$ cat config.mk
export PLATFORM = sky130hd
export DESIGN_NAME = sprite_tile_rasterizer_flat
export DESIGN_NICKNAME = d
export VERILOG_FILES = /design/src/rtl/sprite_tile_rasterizer_if.sv /design/src/rtl/sprite_tile_rasterizer.sv /design/src/flat_wrapper.sv
export SDC_FILE = /design/constraint.sdc
export NUM_CORES = 1
export LEC_CHECK = 0
export CORE_AREA = 5 5 227 229
export CTS_BUF_LIST = sky130_fd_sc_hd__clkbuf_16
export CTS_CLUSTER_SIZE = 12
export DETAILED_ROUTE_END_ITERATION = 10
export DIE_AREA = 0 0 232 234
export GPL_TIMING_DRIVEN = 1
export PLACE_DENSITY_LB_ADDON = 0.1
export SLEW_MARGIN = 5
export SYNTH_ARGS = -nofsm -noshare
export SYNTH_HDL_FRONTEND = slang
export SYNTH_SLANG_ARGS = --single-unit
$ cat constraint.sdc
create_clock -name clk -period 3.48 [get_ports clk]
set_input_delay 0.348 -clock clk [delete_from_list [all_inputs] [get_ports clk]]
set_output_delay 0.348 -clock clk [all_outputs]
set_load 0.1 [all_outputs]
$ cat src/rtl/sprite_tile_rasterizer_if.sv
// Bundles the tile request inputs and the pixel-stream handshake of sprite_tile_rasterizer.
// The slave modport is the rasterizer; master is the requester / pixel consumer side.
interface sprite_tile_rasterizer_if #(
    parameter int TILE    = 16,
    parameter int COORD_W = 10
);
    logic                   start;
    logic [COORD_W-1:0]     origin_x;
    logic [COORD_W-1:0]     origin_y;
    logic                   frame_sel;
    logic [TILE*TILE-1:0]   mask_f1;
    logic [TILE*TILE-1:0]   mask_f2;
    logic [11:0]            fg_rgb;
    logic [11:0]            bg_rgb;
    logic                   transparent;
    logic                   px_valid;
    logic                   px_ready;
    logic [COORD_W-1:0]     px_x;
    logic [COORD_W-1:0]     px_y;
    logic [11:0]            px_rgb;
    logic                   px_opaque;
    logic                   px_last;
    logic                   busy;
    logic                   done;

    modport master (
        output start, origin_x, origin_y, frame_sel, mask_f1, mask_f2,
               fg_rgb, bg_rgb, transparent, px_ready,
        input  px_valid, px_x, px_y, px_rgb, px_opaque, px_last, busy, done
    );

    modport slave (
        input  start, origin_x, origin_y, frame_sel, mask_f1, mask_f2,
               fg_rgb, bg_rgb, transparent, px_ready,
        output px_valid, px_x, px_y, px_rgb, px_opaque, px_last, busy, done
    );
endinterface

$ cat src/rtl/sprite_tile_rasterizer.sv
// Snapshots one animation frame of a sprite mask plus colours, then streams the
// tile row-major as registered pixel beats over a valid/ready handshake.
module sprite_tile_rasterizer #(
    parameter int TILE    = 16,
    parameter int COORD_W = 10
) (
    input  logic                     clk,
    input  logic                     rst_n,
    sprite_tile_rasterizer_if.slave  bus
);
    localparam int CW   = $clog2(TILE);
    localparam int NPIX = TILE * TILE;
    localparam logic [CW-1:0] MAX_IDX = CW'(TILE - 1);

    typedef enum logic [1:0] {S_IDLE, S_RUN, S_DONE} state_t;

    state_t               state_q;
    logic [NPIX-1:0]      mask_q;
    logic [COORD_W-1:0]   origin_x_q;
    logic [COORD_W-1:0]   origin_y_q;
    logic [11:0]          fg_q;
    logic [11:0]          bg_q;
    logic                 transp_q;
    logic [CW-1:0]        col_q;
    logic [CW-1:0]        row_q;

    logic                 px_valid_q;
    logic [COORD_W-1:0]   px_x_q;
    logic [COORD_W-1:0]   px_y_q;
    logic [11:0]          px_rgb_q;
    logic                 px_opaque_q;
    logic                 px_last_q;
    logic                 busy_q;
    logic                 done_q;

    logic [CW-1:0]        col_d;
    logic [CW-1:0]        row_d;
    logic                 pix_bit_d;
    logic                 last_d;
    logic [NPIX-1:0]      sel_mask;

    // Position of the beat that follows the one currently presented; the mask
    // index is just {row,col} because TILE is a power of two.
    always_comb begin
        col_d     = col_q + 1'b1;
        row_d     = (col_q == MAX_IDX) ? row_q + 1'b1 : row_q;
        pix_bit_d = mask_q[{row_d, col_d}];
        last_d    = (row_d == MAX_IDX) && (col_d == MAX_IDX);
        sel_mask  = bus.frame_sel ? bus.mask_f2 : bus.mask_f1;
    end

    always_ff @(posedge clk or negedge rst_n) begin
        if (!rst_n) begin
            state_q     <= S_IDLE;
            mask_q      <= '0;
            origin_x_q  <= '0;
            origin_y_q  <= '0;
            fg_q        <= '0;
            bg_q        <= '0;
            transp_q    <= 1'b0;
            col_q       <= '0;
            row_q       <= '0;
            px_valid_q  <= 1'b0;
            px_x_q      <= '0;
            px_y_q      <= '0;
            px_rgb_q    <= '0;
            px_opaque_q <= 1'b0;
            px_last_q   <= 1'b0;
            busy_q      <= 1'b0;
            done_q      <= 1'b0;
        end else begin
            case (state_q)
                S_IDLE: begin
                    if (bus.start) begin
                        mask_q      <= sel_mask;
                        origin_x_q  <= bus.origin_x;
                        origin_y_q  <= bus.origin_y;
                        fg_q        <= bus.fg_rgb;
                        bg_q        <= bus.bg_rgb;
                        transp_q    <= bus.transparent;
                        col_q       <= '0;
                        row_q       <= '0;
                        // Pixel (0,0) is taken straight from the inputs so it
                        // is on the bus in the cycle after accept.
                        px_valid_q  <= 1'b1;
                        px_x_q      <= bus.origin_x;
                        px_y_q      <= bus.origin_y;
                        px_rgb_q    <= sel_mask[0] ? bus.fg_rgb : bus.bg_rgb;
                        px_opaque_q <= sel_mask[0] | ~bus.transparent;
                        px_last_q   <= 1'b0;
                        busy_q      <= 1'b1;
                        state_q     <= S_RUN;
                    end
                end
                S_RUN: begin
                    if (bus.px_ready) begin
                        if (px_last_q) begin
                            px_valid_q <= 1'b0;
                            px_last_q  <= 1'b0;
                            done_q     <= 1'b1;
                            state_q    <= S_DONE;
                        end else begin
                            col_q       <= col_d;
                            row_q       <= row_d;
                            px_x_q      <= origin_x_q + COORD_W'(col_d);
                            px_y_q      <= origin_y_q + COORD_W'(row_d);
                            px_rgb_q    <= pix_bit_d ? fg_q : bg_q;
                            px_opaque_q <= pix_bit_d | ~transp_q;
                            px_last_q   <= last_d;
                        end
                    end
                end
                S_DONE: begin
                    done_q  <= 1'b0;
                    busy_q  <= 1'b0;
                    state_q <= S_IDLE;
                end
                default: state_q <= S_IDLE;
            endcase
        end
    end

    assign bus.px_valid  = px_valid_q;
    assign bus.px_x      = px_x_q;
    assign bus.px_y      = px_y_q;
    assign bus.px_rgb    = px_rgb_q;
    assign bus.px_opaque = px_opaque_q;
    assign bus.px_last   = px_last_q;
    assign bus.busy      = busy_q;
    assign bus.done      = done_q;
endmodule

$ cat src/flat_wrapper.sv
// flat-port wrapper written by rule: the top's interface ports become plain ports
module sprite_tile_rasterizer_flat 
#(
    parameter int TILE    = 16,
    parameter int COORD_W = 10
)
  (clk, rst_n, bus_start, bus_origin_x, bus_origin_y, bus_frame_sel, bus_mask_f1, bus_mask_f2, bus_fg_rgb, bus_bg_rgb, bus_transparent, bus_px_ready, bus_px_valid, bus_px_x, bus_px_y, bus_px_rgb, bus_px_opaque, bus_px_last, bus_busy, bus_done);
  sprite_tile_rasterizer_if #(.TILE(TILE), .COORD_W(COORD_W)) bus_i ();
  input  logic clk;
  input  logic rst_n;
  input wire logic [$bits(bus_i.start)-1:0] bus_start;
  input wire logic [$bits(bus_i.origin_x)-1:0] bus_origin_x;
  input wire logic [$bits(bus_i.origin_y)-1:0] bus_origin_y;
  input wire logic [$bits(bus_i.frame_sel)-1:0] bus_frame_sel;
  input wire logic [$bits(bus_i.mask_f1)-1:0] bus_mask_f1;
  input wire logic [$bits(bus_i.mask_f2)-1:0] bus_mask_f2;
  input wire logic [$bits(bus_i.fg_rgb)-1:0] bus_fg_rgb;
  input wire logic [$bits(bus_i.bg_rgb)-1:0] bus_bg_rgb;
  input wire logic [$bits(bus_i.transparent)-1:0] bus_transparent;
  input wire logic [$bits(bus_i.px_ready)-1:0] bus_px_ready;
  output wire logic [$bits(bus_i.px_valid)-1:0] bus_px_valid;
  output wire logic [$bits(bus_i.px_x)-1:0] bus_px_x;
  output wire logic [$bits(bus_i.px_y)-1:0] bus_px_y;
  output wire logic [$bits(bus_i.px_rgb)-1:0] bus_px_rgb;
  output wire logic [$bits(bus_i.px_opaque)-1:0] bus_px_opaque;
  output wire logic [$bits(bus_i.px_last)-1:0] bus_px_last;
  output wire logic [$bits(bus_i.busy)-1:0] bus_busy;
  output wire logic [$bits(bus_i.done)-1:0] bus_done;
  assign bus_i.start = bus_start;
  assign bus_i.origin_x = bus_origin_x;
  assign bus_i.origin_y = bus_origin_y;
  assign bus_i.frame_sel = bus_frame_sel;
  assign bus_i.mask_f1 = bus_mask_f1;
  assign bus_i.mask_f2 = bus_mask_f2;
  assign bus_i.fg_rgb = bus_fg_rgb;
  assign bus_i.bg_rgb = bus_bg_rgb;
  assign bus_i.transparent = bus_transparent;
  assign bus_i.px_ready = bus_px_ready;
  assign bus_px_valid = bus_i.px_valid;
  assign bus_px_x = bus_i.px_x;
  assign bus_px_y = bus_i.px_y;
  assign bus_px_rgb = bus_i.px_rgb;
  assign bus_px_opaque = bus_i.px_opaque;
  assign bus_px_last = bus_i.px_last;
  assign bus_busy = bus_i.busy;
  assign bus_done = bus_i.done;
  sprite_tile_rasterizer #(.TILE(TILE), .COORD_W(COORD_W)) u_core (.clk(clk), .rst_n(rst_n), .bus(bus_i));
endmodule
==> flow_summary.toml, run 1 <==
[yosys]
syn_area_um2 = 18570
synth-compound-area-share_pct = 12.08
synth_nets = 2397
yosys.area_share.simple_pct = 11.28
netlist.area_leader.share_pct = 46.90
yosys-top-cells-area = "dfrtp_1 (47%), mux2i_1 (16%), a21oi_1 (8.4%)"
yosys_warnings = 0
syn_inst = 1822
synth_common_cells = "dfrtp_1 (348), a21oi_1 (311), mux2i_1 (290)"
async_flop_share_pct = 100.0
synth.avg_cell_area_um2 = 10.19
ys.flop_type = "dfrtp_1"
synth_enable_flop_cells = 0
synth_top_area_cell = "dfrtp_1"
synth-xor-area-share_pct = 0.9973
synth.most_common_cell = "dfrtp_1"
ys_seq_area_share_pct = 46.90
synth-seq-cells = 348
synth_top_family_by_area = "multiplexers"
synthAdderAreaFrac_pct = 0.9569
synth.area.mux_share_pct = 24.04
yosysUniqueCellTypes = 62

[global_route]
grt_usage_pct = 22.53
grt_first_pass_wirelength_um = 94920
grt_pass1_vias = 16160
grt_max_degree = 233
antenna_found_initial = 0
gr-total-overflow = 0

[routing]
viasPerCell = 5.077
drtIter0Drc = 1083
vias = 15610
firstDrtPassIters = 5
drc = 0
wl_um = 62590
post_drt_wl_per_cell_um = 20.36
ant_nets = 0

[placement]
dp_hpwl_um = 47940
dp.cells = 2999
port_buffers = 598
gp_congestion = 0.8441
dp_slack_ps = 63.35

[floorplan]
die_area_um2 = 54290
core-area_um2 = 49450
die_y_um = 234
num_rows = 82
ios = 599
dieWidth_um = 232
start_util_pct = 37.55

[setup_path]
end_kind = "flop"
cp_data_required_time_ps = 3890
crit_type = "reg -> reg"
start_kind = "flop"
critPathMaxFanout = 13
reg2reg_slack_ps = 220
arrival_ps = 3670

[sta]
setup_ws_ps = 219.1
post-route-min-period_ps = 3261
finalSetupTns_ps = 0
final-hold-violation-count = 0
max_freq_ghz = 0.3067
worst_pin_slew_ps = 1030
setup_viol = 0
clock_skew_ps = 11.58
slew_violations = 0
period_share_pct = 93.70
rsz0062_at_grt = "false"
slew_headroom_pct = 31.10

[clock_tree]
cts_tree = "built"
clkTransAtPathRegs_ps = 60
cts_buffer_depth = 3
cts-buffers-inserted = 41
worstSkewPairLatency_ps = 550
clock-root-buffer = "clkbuf_16"
cts_max_level = 2
cts_sinks = 348

[final_layout]
final_nets = 2946
stdcell_count = 3074
layout-drive-gt1-share_pct = 7.785
postLayoutCoreUtil_pct = 53.71
antenna_cells = 0
fill_cells = 4421
syn2layout_area_growth_pct = 43.05

[pwr]
power_mw = 17.88
p_leak_nw = 11.29
powerDensity_nw_per_um2 = 673.2
peakVddDrop_uv = 364.1

[min_path]
hp-class = "in -> reg"

[job]
max_cap_viol_count = 0

[run_status]
status = "completed"
==> cell usage in the layout (no fill, tap or decap), types with 6 or more instances in the layout <==
| cell | n |
|---|---|
| mux4_2 | 56 |
| nor2b_1 | 9 |
| and2_1 | 6 |
| inv_1 | 16 |
| xnor2_1 | 9 |
| clkdlybuf4s50_1 | 596 |
| nand3_1 | 30 |
| a21oi_1 | 311 |
| buf_12 | 11 |
| a211oi_1 | 7 |
| nand2_1 | 170 |
| clkinv_1 | 13 |
| ha_1 | 9 |
| and3_1 | 6 |
| mux4_1 | 8 |
| buf_4 | 32 |
| nor3_1 | 6 |
| clkbuf_16 | 41 |
| o21ai_0 | 39 |
| nor2_1 | 276 |
| a31oi_1 | 12 |
| mux2i_1 | 289 |
| xor2_1 | 9 |
| dfrtp_1 | 347 |
| o21ai_1 | 7 |
| mux2_2 | 8 |
==> metrics by stage <==
step	hold slack (ps)	instance area, um^2
6_report	354.6	26560
5_1_grt	365.5	26560
4_1_cts	324.7	26560
3_5_place_dp	448.1	25240
3_3_place_gp	451.5	25240
2_1_floorplan	52.41	18570
==> where the power goes <==
group | total (mW) | internal [mW] | switching (mW) | leakage (nW)
clock network | 4.22 | 2.51 | 1.71 | 0.663
logic | 7.30 | 3.35 | 3.95 | 6.70
registers | 6.37 | 5.47 | 0.896 | 3.93
==> state kept, by name (all words and copies together), names as in the netlist <==
signal and count:
u_core.bus.px_opaque 1, u_core.row_q 4, u_core.origin_x_q 10, u_core.bus.px_x 10, u_core.transp_q 1, u_core.state_q 2
u_core.bus.px_last 1, u_core.col_q 4, u_core.origin_y_q 10, u_core.bus.px_valid 1, u_core.bus.px_rgb 12, u_core.bus.done 1
u_core.bus.px_y 10, u_core.fg_q 12, u_core.mask_q 256, u_core.bg_q 12, u_core.bus.busy 1
==> cell families (layout without fill, tap and decap cells) <==
kind of cell | after synthesis | count (layout)
mux | 362 | 362
buf+inv | 147 | 727
simple gates | 520 | 520
xor+xnor | 19 | 19
compound gates | 413 | 413
flops | 348 | 348
fa+ha+maj | 13 | 13
==> area by class of cell <==
class	count	area [um^2]	share of cell area [%]
Clock inverter	33	279.0	1.050
Multi-Input combinational cell	1327	9194	34.61
Timing Repair Buffer	642	6466	24.35
Inverter	11	42.54	0.1602
Sequential cell	348	8712	32.80
Clock buffer	41	1026	3.863
Tap cell	672	840.8	3.166
==> final timing paths <==
kind / startpoint / end / cells after the start
max: u_core.col_q[0] / u_core.bus.px_opaque / 11
max reg2reg: u_core.col_q[0] / u_core.bus.px_opaque / 11
min in group asynchronous: rst_n / u_core.mask_q[238] / 2
min reg2reg: u_core.fg_q[9] / u_core.fg_q[9] / 2
max in group asynchronous: rst_n / u_core.mask_q[43] / 3
min: bus_bg_rgb[6] / u_core.bg_q[6] / 3
==> metal layers <==
metal,GRT usage [%],share of wire [%],up-vias
met4,4.985,1.6,0
met1,30.23,42,7500
met2,38.64,50,463
li1,-,-,7574
met5,0,0,-
met3,3.887,5.6,70
==> timing repair <==
item | 4_1_cts | 5_1_grt
hold endpoints to repair | 89 | 0
setup buffers | 0 | 0
hold buffers | 1 | 0
gates resized for setup | 0 | 3
setup endpoints to repair | 0 | 13
==> critical path, cell delays in order, from the launching register on <==
cell and delay (ps):
dfrtp_4 520, inv_2 70, ha_2 290, clkinv_2 190, buf_12 180, mux4_2 490, and2_1 170, a211oi_1 240
o22ai_1 190, a22o_2 400, o31ai_1 280, o21ai_0 100
Note: power is estimated with default switching activity, not from simulation.
==> run 2: changes to the inputs <==
Settings changed: CTS_CLUSTER_SIZE 12 to default.
==> flow_summary.toml, run 2 (synthesis gave the netlist of run 1 again) <==
[floorplan]
die_area_um2 = 54290
core-area_um2 = 49450
num_rows = 82
ios = 599
dieWidth_um = 232
start_util_pct = 37.55
die_y_um = 234

[final_layout]
layout-drive-gt1-share_pct = 7.907
final_common_cell = "clkdlybuf4s50_1"
largest_reg_flops = 256
largest_register = "u_core.mask_q"
syn2layout_area_growth_pct = 43.03
layout_common_cells = "clkdlybuf4s50_1 (596), dfrtp_1 (347), a21oi_1 (311)"
final_nets = 2947

[clock_tree]
cts-buffers-inserted = 42
worstSkewPairLatency_ps = 550
cts_max_level = 2
cts_tree = "built"
cts_buffer_depth = 3
clock-root-buffer = "clkbuf_16"
clkTransAtPathRegs_ps = 60
cts_sinks = 348
cts_setup_buffers = 0

[routing]
post_drt_wl_per_cell_um = 20.35
drc = 0
drtIter0Drc = 1046
viasPerCell = 5.055
ant_nets = 0
wl_um = 62600
vias = 15550
firstDrtPassIters = 5

[global_route]
grt_max_degree = 233
grt_usage_pct = 22.51
antenna_found_initial = 0
grt_pass1_vias = 16160
gr-total-overflow = 0
grt_first_pass_wirelength_um = 94700

[sta]
post-route-min-period_ps = 3224
max_freq_ghz = 0.3101
setup_viol = 0
slew_headroom_pct = 31.04
period_share_pct = 92.66
final-hold-violation-count = 0
rsz0062_at_grt = "false"
worst_pin_slew_ps = 1031
finalSetupTns_ps = 0
clock_skew_ps = 10.84
hold_ws_ps = 361.1
slew_violations = 0

[setup_path]
crit_type = "reg -> reg"
cp_data_required_time_ps = 3890
start_kind = "flop"
crit_chain = "inv_2 -> ha_2 -> clkinv_2 -> buf_12 -> mux4_2 -> and2_1 -> a211oi_1 -> o22ai_1 -> a22o_2 -> o31ai_1 -> o21ai_0"
critPathMaxFanout = 13
end_kind = "flop"
crit_path_max_incr_delay_ps = 520
arrival_ps = 3640
critPathSlowestCell = "dfrtp_4"

[min_path]
hp-class = "in -> reg"

[placement]
port_buffers = 598
dp_hpwl_um = 47940
gp_congestion = 0.8441

[pwr]
cellInternalPower_mw = 11.28
peakVddDrop_uv = 382.5
clkPwrFrac_pct = 23.3
pwr-share-comb_pct = 40.9
p_leak_nw = 11.30
powerDensity_nw_per_um2 = 671.1
p_seq_share_pct = 35.7
switchingPower_mw = 6.547
switching_share_pct = 36.73

[job]
max_cap_viol_count = 0

[run_status]
status = "completed"
==> run 2: cell types whose count changed in the layout (fill, tap and decap cells not counted), sizes merged <==
cell      previous run  this run
bufinv               5         3
clkbuf              41        43
clkinv              19        22
clkinvlp             1         0
diode                0         1
inv                 19        18
==> run 2: final timing paths <==
path | startpoint | to | slack, ps | cells after the start
max in group asynchronous | rst_n | u_core.mask_q[51] | 2180 | 3
min in group asynchronous | rst_n | u_core.mask_q[238] | 420 | 2
min reg2reg | u_core.fg_q[8] | u_core.fg_q[8] | 470 | 2
max reg2reg | u_core.col_q[0] | u_core.bus.px_opaque | 260 | 11
min | bus_bg_rgb[6] | u_core.bg_q[6] | 360 | 3
max | u_core.col_q[0] | u_core.bus.px_opaque | 260 | 11
==> run 2: power by group through the flow <==
stage | registers, mW | clock network (mW) | logic [mW]
after floorplan | 7.14 | 0 | 4.19
final | 6.37 | 4.16 | 7.30
after global placement | 6.39 | 0 | 7.25
after detailed placement | 6.43 | 0 | 7.36
after global routing | 6.55 | 4.44 | 7.96
after CTS | 6.37 | 4.27 | 7.40
==> run 2: timing repair <==
| item | CTS | global route |
|---|---|---|
| gates resized for setup | 0 | 3 |
| setup endpoints to repair | 0 | 13 |
| hold endpoints to repair | 89 | 0 |
| hold buffers | 1 | 0 |
==> run 2: routing by layer <==
| metal | GRT usage [%] | up-vias | wire, um |
|---|---|---|---|
| li1 | - | 7580 | - |
| met1 | 30.10 | 7440 | 26660 |
| met2 | 38.69 | 453 | 31300 |
| met3 | 3.790 | 75 | 3463 |
| met4 | 5.244 | 0 | 1171 |
| met5 | 0 | - | 0 |
==> run 2: worst max-delay path: cells and delay by family (launching register included) <==
family / cells / cell delay, ps
simple gates: 1 / 170
compound gates: 5 / 1170
mux: 1 / 490
buf+inv: 3 / 430
fa+ha+maj: 1 / 290
flops: 1 / 520
==> run 2: through the flow <==
step                      power (mW)  instance area (um^2)  setup WS [ps]  cells  util [%]
final                          17.82                 26560          255.5   3076     53.70
after global routing           18.95                 26560          18.45   3075     53.70
after CTS                      18.04                 26550          42.38   3075     53.69
after detailed placement       13.79                 25240          63.35   2999     51.04
after global placement         13.64                 25240          138.8   2999     51.04
after floorplan                11.33                 18570          50.46   1822         -
==> run 2: area by class of cell <==
type | count | area, um^2
fill | 4434 | 22890
multi-input combinational | 1327 | 9194
sequential | 348 | 8712
timing repair buffer | 642 | 6466
clock buffer | 43 | 1076
tap | 672 | 840.8
clock inverter | 32 | 224.0
inverter | 11 | 42.54
antenna | 1 | 2.502
